`src/rtl/taylor_stage_2.sv`:
```
// Final Horner stage of the e^r Taylor series: folds four coefficients into the
// partial sum from the previous stage, one multiply and one add per step.
//
// state  | meaning
// IDLE   | waiting for an operand pair, in_ready=1
// MUL    | acc <= acc*r (truncated to Q3.FRAC_W)
// ADD    | acc <= acc + c_k, advance k or finish
// DONE   | result on OUT, held until out_ready
module taylor_stage_2 #(
  parameter int FRAC_W = 23
) (
  input  logic                CLK,
  input  logic                RST,
  input  logic                in_valid,
  output logic                in_ready,
  input  logic [FRAC_W+2:0]   IN_A,
  input  logic [FRAC_W+2:0]   IN_P,
  output logic                out_valid,
  input  logic                out_ready,
  output logic [FRAC_W+2:0]   OUT
);

  localparam int W = FRAC_W + 3;

  localparam logic [1:0] S_IDLE = 2'd0;
  localparam logic [1:0] S_MUL  = 2'd1;
  localparam logic [1:0] S_ADD  = 2'd2;
  localparam logic [1:0] S_DONE = 2'd3;

  localparam logic [W-1:0] C_ONE   = W'(1) << FRAC_W;
  localparam logic [W-1:0] C_HALF  = C_ONE >> 1;
  localparam logic [W-1:0] C_SIXTH = C_ONE / 6;

  logic [1:0]   state;
  logic [1:0]   k;
  logic [W-1:0] acc;
  logic [W-1:0] r;
  logic [W-1:0] mul_res;
  logic [W-1:0] coef;

  // Full-width product, drop FRAC_W fraction bits, keep the low W bits (wraps).
  assign mul_res = W'(({{W{1'b0}}, acc} * {{W{1'b0}}, r}) >> FRAC_W);

  always_comb begin
    coef = C_ONE;
    case (k)
      2'd0:    coef = C_SIXTH;
      2'd1:    coef = C_HALF;
      default: coef = C_ONE;
    endcase
  end

  always_ff @(posedge CLK or posedge RST) begin
    if (RST) begin
      state <= S_IDLE;
      k     <= 2'd0;
      acc   <= '0;
      r     <= '0;
    end else begin
      case (state)
        S_IDLE: begin
          if (in_valid) begin
            r     <= IN_A;
            acc   <= IN_P;
            k     <= 2'd0;
            state <= S_MUL;
          end
        end
        S_MUL: begin
          acc   <= mul_res;
          state <= S_ADD;
        end
        S_ADD: begin
          acc <= acc + coef;
          if (k == 2'd3) begin
            state <= S_DONE;
          end else begin
            k     <= k + 2'd1;
            state <= S_MUL;
          end
        end
        S_DONE: begin
          if (out_ready) state <= S_IDLE;
        end
        default: state <= S_IDLE;
      endcase
    end
  end

  assign in_ready  = (state == S_IDLE);
  assign out_valid = (state == S_DONE);
  assign OUT       = acc;

endmodule

```
`config.mk`:
```
export PLATFORM = sky130hd
export DESIGN_NAME = taylor_stage_2
export DESIGN_NICKNAME = d
export VERILOG_FILES = /design/src/rtl/taylor_stage_2.sv
export SDC_FILE = /design/constraint.sdc
export NUM_CORES = 2
export LEC_CHECK = 0
export CORE_UTILIZATION = 45
export CTS_BUF_LIST = sky130_fd_sc_hd__clkbuf_16
export CTS_CLUSTER_SIZE = 28
export DETAILED_ROUTE_END_ITERATION = 8
export HOLD_SLACK_MARGIN = 0.12
export PLACE_DENSITY = 0.61
export SETUP_SLACK_MARGIN = 0.1
export SYNTH_ARGS = -nofsm -noshare
export SYNTH_HDL_FRONTEND = slang
export SYNTH_SLANG_ARGS = --single-unit
```
`constraint.sdc`:
```
create_clock -name CLK -period 14.1 [get_ports CLK]
set_input_delay 2.115 -clock CLK [delete_from_list [all_inputs] [get_ports CLK]]
set_output_delay 2.115 -clock CLK [all_outputs]
set_load 0.03 [all_outputs]
```
Word-level counts from Yosys, hierarchy flattened
Cells that the tools add are included.
{ "op_classes": {"add_sub_neg": 2, "multipliers": 1, "div_mod_pow": 0, "order_cmp": 0, "n_eq_ne": 8, "shift": 0, "muxes": 10, "bitwise": 0, "n_reduce_logical": 8} }
{ "ops": {"columns": ["op", "n"], "rows": [
  ["26-bit case mux with 3 select lines", 1],
  ["26-bit by 26-bit multiplier with 49-bit output", 1],
  ["24-bit case mux with 2 select lines", 1],
  ["26-bit adder", 1],
  ["26-bit 2-to-1 mux", 1],
  ["2-bit 2-to-1 mux", 5],
  ["2-bit case mux with 4 select lines", 1],
  ["2-bit equality test, second input constant", 3],
  ["2-bit AND reduction", 3],
  ["2-bit by 1-bit equality test with 1-bit output, second input constant", 2],
  ["2-bit logical NOT", 2],
  ["2-bit != test, second input constant", 2],
  ["2-bit case mux with 2 select lines", 1],
  ["3-bit AND reduction", 1],
  ["3-bit nonzero test", 1],
  ["2-bit by 1-bit adder with 2-bit output, second input constant", 1],
  ["2-bit by 1-bit != test with 1-bit output, second input constant", 1],
  ["2-bit nonzero test", 1]
]} }
{ "totals": {"regBits": 56, "latch_bits": 0, "mem_bits_rw": 0, "romBits": 0, "in_bits": 56, "n_memories": 0} }

Logic depth before layout (Yosys ltp)
{ "depth": {"word_depth": 4, "ltp_mapped": 27} }

Worst setup path after synthesis
OpenSTA, ideal clock, no wires.
{ "synth_timing": {"kind": "flip-flop to flip-flop", "startpoint": "reg acc[13] (netlist: OUT[13])", "endpoint": "reg acc[24] (netlist: OUT[24])", "setup_time_ps": 90, "arrival_time_ps": 7130, "path_slack_ps": 6880, "path_stages_with_launch": 28, "n_path_buf": 2, "path_cell_list": "dfrtp_1 clkbuf_1 clkbuf_1 nand2_1 fa_1 inv_1 fa_1 inv_1 fa_1 inv_1 fa_1 inv_1 fa_1 inv_1 fa_1 inv_1 fa_1 inv_1 ha_1 a21oi_1 o211ai_1 a211oi_1 o31a_4 o21ai_2 a211oi_2 nor3_2 or4_1 o2111ai_1"} }
{ "synth_via": {"elab_chain_len": 2, "word_cells_on_any_way": 3, "classes_between": "1 x add/sub; 1 x mul; 1 x mux"} }
{ "synth_lines": {"columns": ["element", "line_no", "text"], "rows": [
  ["start, declared", "36", "logic [W-1:0] acc;"],
  ["start signal, assigned", "70", "acc <= mul_res;"],
  ["start signal, assigned", "74", "acc <= acc + coef;"],
  ["26-bit by 26-bit multiplier with 49-bit output / 26-bit adder (equally long branches)", "42, 74", null],
  ["26-bit case mux with 3 select lines (*)", "60", "case (state)"]
]} }
Every way passes the cells marked *; elsewhere a longest branch is shown, timed or not.
A chain may end at the register's enable or synchronous reset.

Worst setup path after layout
{ "layout_timing": {"startpoint": "reg r[9]", "endpoint": "reg acc[24] (netlist: OUT[24])"} }
{ "layout_via": {"elab_chain_len": 2} }
{ "layout_lines": {"columns": ["element", "line_no", "text"], "rows": [
  ["start, declared", "37", "logic [W-1:0] r;"],
  ["start signal, assigned", "58", "r <= '0;"],
  ["start signal, assigned", "63", "r <= IN_A;"],
  ["26-bit by 26-bit multiplier with 49-bit output", "42", "assign mul_res = W'(({{W{1'b0}}, acc} * {{W{1'b0}}, r}) >> FRAC_W);"],
  ["26-bit case mux with 3 select lines", "60", null]
]} }
Every way passes these cells.

==> run summary <==
## Status
* **status** finished, final reports clean

## Route
* **first-iteration detailed-routing DRC count** 1046
* **remaining number of nets flagged by the antenna check after routing** 0
* **post-detailed-route DRC marker count** 0
* **routed wire length** 67200 um
* **first-pass detailed-route iteration total** 6
* **routed length per placed instance** 19.1 um
* **mean number of vias per cell** 5.32
* **via total after detailed routing** 18687

## Place
* **count of buffers from port buffering** 83
* **Cells after DPL** 3506
* **GPL Wtd Cong** 0.888
* **dpl hpwl** 52400 um
* **total placed instance area** 26400 um2

## GRT
* **global-route wire length before repair** 112000 um
* **antenna violations before repair** 1
* **Tot GR Track Use** 0.253
* **maximum number of pins on one net before global-route repair** 57
* **number of global-route vias before repair** 20616
* **total overflow reported by the global router** 0

## Worst setup path
* **maximum cell stage delay along the critical path** 1.12 ns
* **Setup crit end kind** flop
* **CP endpoint** OUT[24]
* **worst endpoint required time** 14.33 ns
* **CP Buf/Inv Count** 6
* **cell seen most often among critical-path stages** fa_1
* **crit path max-delay cell type** dfrtp_1
* **reg2reg end** OUT[24]
* **Levels on crit path** 24
* **Critical Path Start Type** flop
* **Max FO, Critical Path** 27
* **startpoint of the most critical setup path** r[9]
* **FF-to-FF setup slack** 6.31 ns
* **Reg2Reg Depth** 24
* **Crit path max-delay family** adder cells
* **Worst Path Class, Setup** reg2reg
* **Critical Path, Cell by Cell** and2_1, fa_1, fa_1, inv_1, fa_1, inv_1, fa_1, inv_1, fa_1, inv_1, fa_1, inv_1, fa_1, inv_1, ha_1, a21oi_1, o211ai_1, a211oi_1, o31a_4, o21ai_2, a211oi_2, nor3_2, or4_1, o2111ai_1
* **arrival time worst endpoint** 8.02 ns
* **worst r2r src** r[9]

## Floorplan
* **overall die area** 56500 um2
* **die width** 238 um
* **area of the core** 54300 um2
* **Die Y** 238 um
* **effective utilization at floorplan** 0.460
* **I/O Pins** 84
* **Rows** 85

## Synthesis
* **post-synth net total** 3605
* **yosys warns** 0
* **share of synthesized flip-flops with an asynchronous set or reset** 1.00
* **synthesized flop and latch total** 56
* **Primary FF master, synth** dfrtp_1
* **fraction of synthesized cell area taken by the top area cell type** 0.458
* **number of distinct library cells after synthesis** 82
* **dominant cell type by area after synthesis** fa_1
* **sequential area share after synthesis** 0.0561
* **Post-synth EDFFs** 0
* **largest cells by area after synthesis** fa_1, inv_1, ha_1
* **synthesized area per cell** 8.96 um2
* **Post-Synthesis Cell Area** 25000 um2
* **post-synthesis instance total** 2789
* **most instantiated cells after synthesis** inv_1, fa_1, nand2_1
* **most used standard cell by instance count after synthesis** inv_1

## Clock tree
* **clock tree from TritonCTS** built
* **CTS root buf** clkbuf_16
* **maximum level of the CTS H-tree** 2
* **clock insertion delay at the later pin of the skew report** 0.33 ns
* **clock buffer count from CTS** 5
* **Post-CTS Setup Repair Bufs** 0
* **clock net sink count** 56
* **Max Root-Sink Buffers** 2
* **post-CTS sizing** 0
* **clock-pin slew reported for the worst setup and hold paths after clock tree synthesis** 0.10 ns
* **number of hold buffers added after cts** 0

## Final layout
* **signed area change from the synthesized netlist to the final layout** 6.48%
* **post-layout net count** 3590
* **fraction of final layout cells with drive strength greater than 1** 0.0389
* **fin cells** 3514
* **Layout Cell Area excl Fill** 26600 um2
* **number of inserted diodes** 0

## STA
* **Final setup violation count** 0
* **FMAX** 128 MHz
* **normalized max-slew margin** 0.229
* **count of pins over their slew limit** 0
* **Min Clock Period, post-route** 7.79 ns
* **Worst-Margin Slew** 1.16 ns
* **Setup Skew** 0.0184 ns
* **final worst path period share** 0.552
* **setup repair after global routing missed its margin** no
* **final hold vios** 0
* **summed negative setup slack over all endpoints** 0 ns

## Run
* **number of maximum-capacitance constraint violations** 0

## Worst hold path
* **type of the most critical hold path** reg2reg

-- cell usage in the layout, fill, tap and decap left out, types with 4 or more instances in the layout --
master	count
dfrtp_1	56
o21ai_0	44
nand4_1	14
o211ai_1	5
a221oi_1	6
a21oi_1	63
inv_1	639
buf_4	51
nand2b_1	4
nand3_1	13
a31oi_1	15
a22o_1	5
mux2_2	27
a21o_1	20
clkbuf_16	5
nor3_1	25
clkdlybuf4s50_1	83
nor3b_1	6
o21bai_1	9
fa_1	571
a211oi_1	9
xnor2_1	30
ha_1	189
or3_1	6
nand2_1	380
xor2_1	17
and3_1	5
nor2_1	42
nor2b_1	10
a22oi_1	9
and2_1	340
o21a_1	4
-- final cells by class --
cell class / instances / area (um2)
multi-input cells: 1937 / 20500
fillers: 5200 / 27700
flip-flops and latches: 56 / 1400
repair buffers: 134 / 1210
inverters: 640 / 2400
clock buffers: 5 / 125
well taps: 739 / 925
clock inverters: 3 / 25.0
-- flip-flops by register name, indices dropped and copies added, names as in the netlist --
register and flops:
OUT 26, k 2, r 26, state 2
-- worst register-to-register path, delay by kind of cell (launching register included) --
| kind | cells | cell delay [ns] |
|---|---|---|
| adders and majority gates | 8 | 3.78 |
| buffers and inverters | 6 | 0.32 |
| DFF | 1 | 1.12 |
| AOI/OAI and AO/OA | 7 | 1.53 |
| and+or+nand+nor | 3 | 0.95 |
-- through the flow --
step | util | worst slack (ns) | hold WS, ns
6_report | 0.489 | 6.31 | 0.490
5_1_grt | 0.489 | 5.94 | 0.520
3_5_place_dp | 0.487 | 6.47 | 0.472
4_1_cts | 0.489 | 6.40 | 0.490
2_1_floorplan | - | 6.88 | 0.513
3_3_place_gp | 0.487 | 6.53 | 0.461
-- per-layer routing --
layer  up-vias  share of wire  global-route usage
li1       8236              -                   -
met1      9748           0.40               0.325
met2       574           0.51               0.451
met3       129          0.053              0.0214
met4         0          0.034              0.0807
met5         -              0                   0
-- worst min path at each step --
stage,from,slack [ns],to,cells after the start
after CTS,OUT[9],0.49,OUT[9],1
after global placement,OUT[9],0.46,OUT[9],1
final,OUT[9],0.49,OUT[9],1
after floorplan,k[1],0.51,k[1],1
after global routing,OUT[9],0.52,OUT[9],1
after detailed placement,OUT[9],0.47,OUT[9],1
-- cell families after synthesis --
group / after synthesis / synth area share
xor+xnor: 47 / 0.0165
flops: 56 / 0.0561
buf+inv: 796 / 0.123
fa+ha+maj: 760 / 0.552
compound gates: 239 / 0.0654
mux: 30 / 0.0134
simple gates: 861 / 0.173
Power is not shown: default switching activity piles up to over one toggle a cycle in this logic, so the estimate is an artifact.
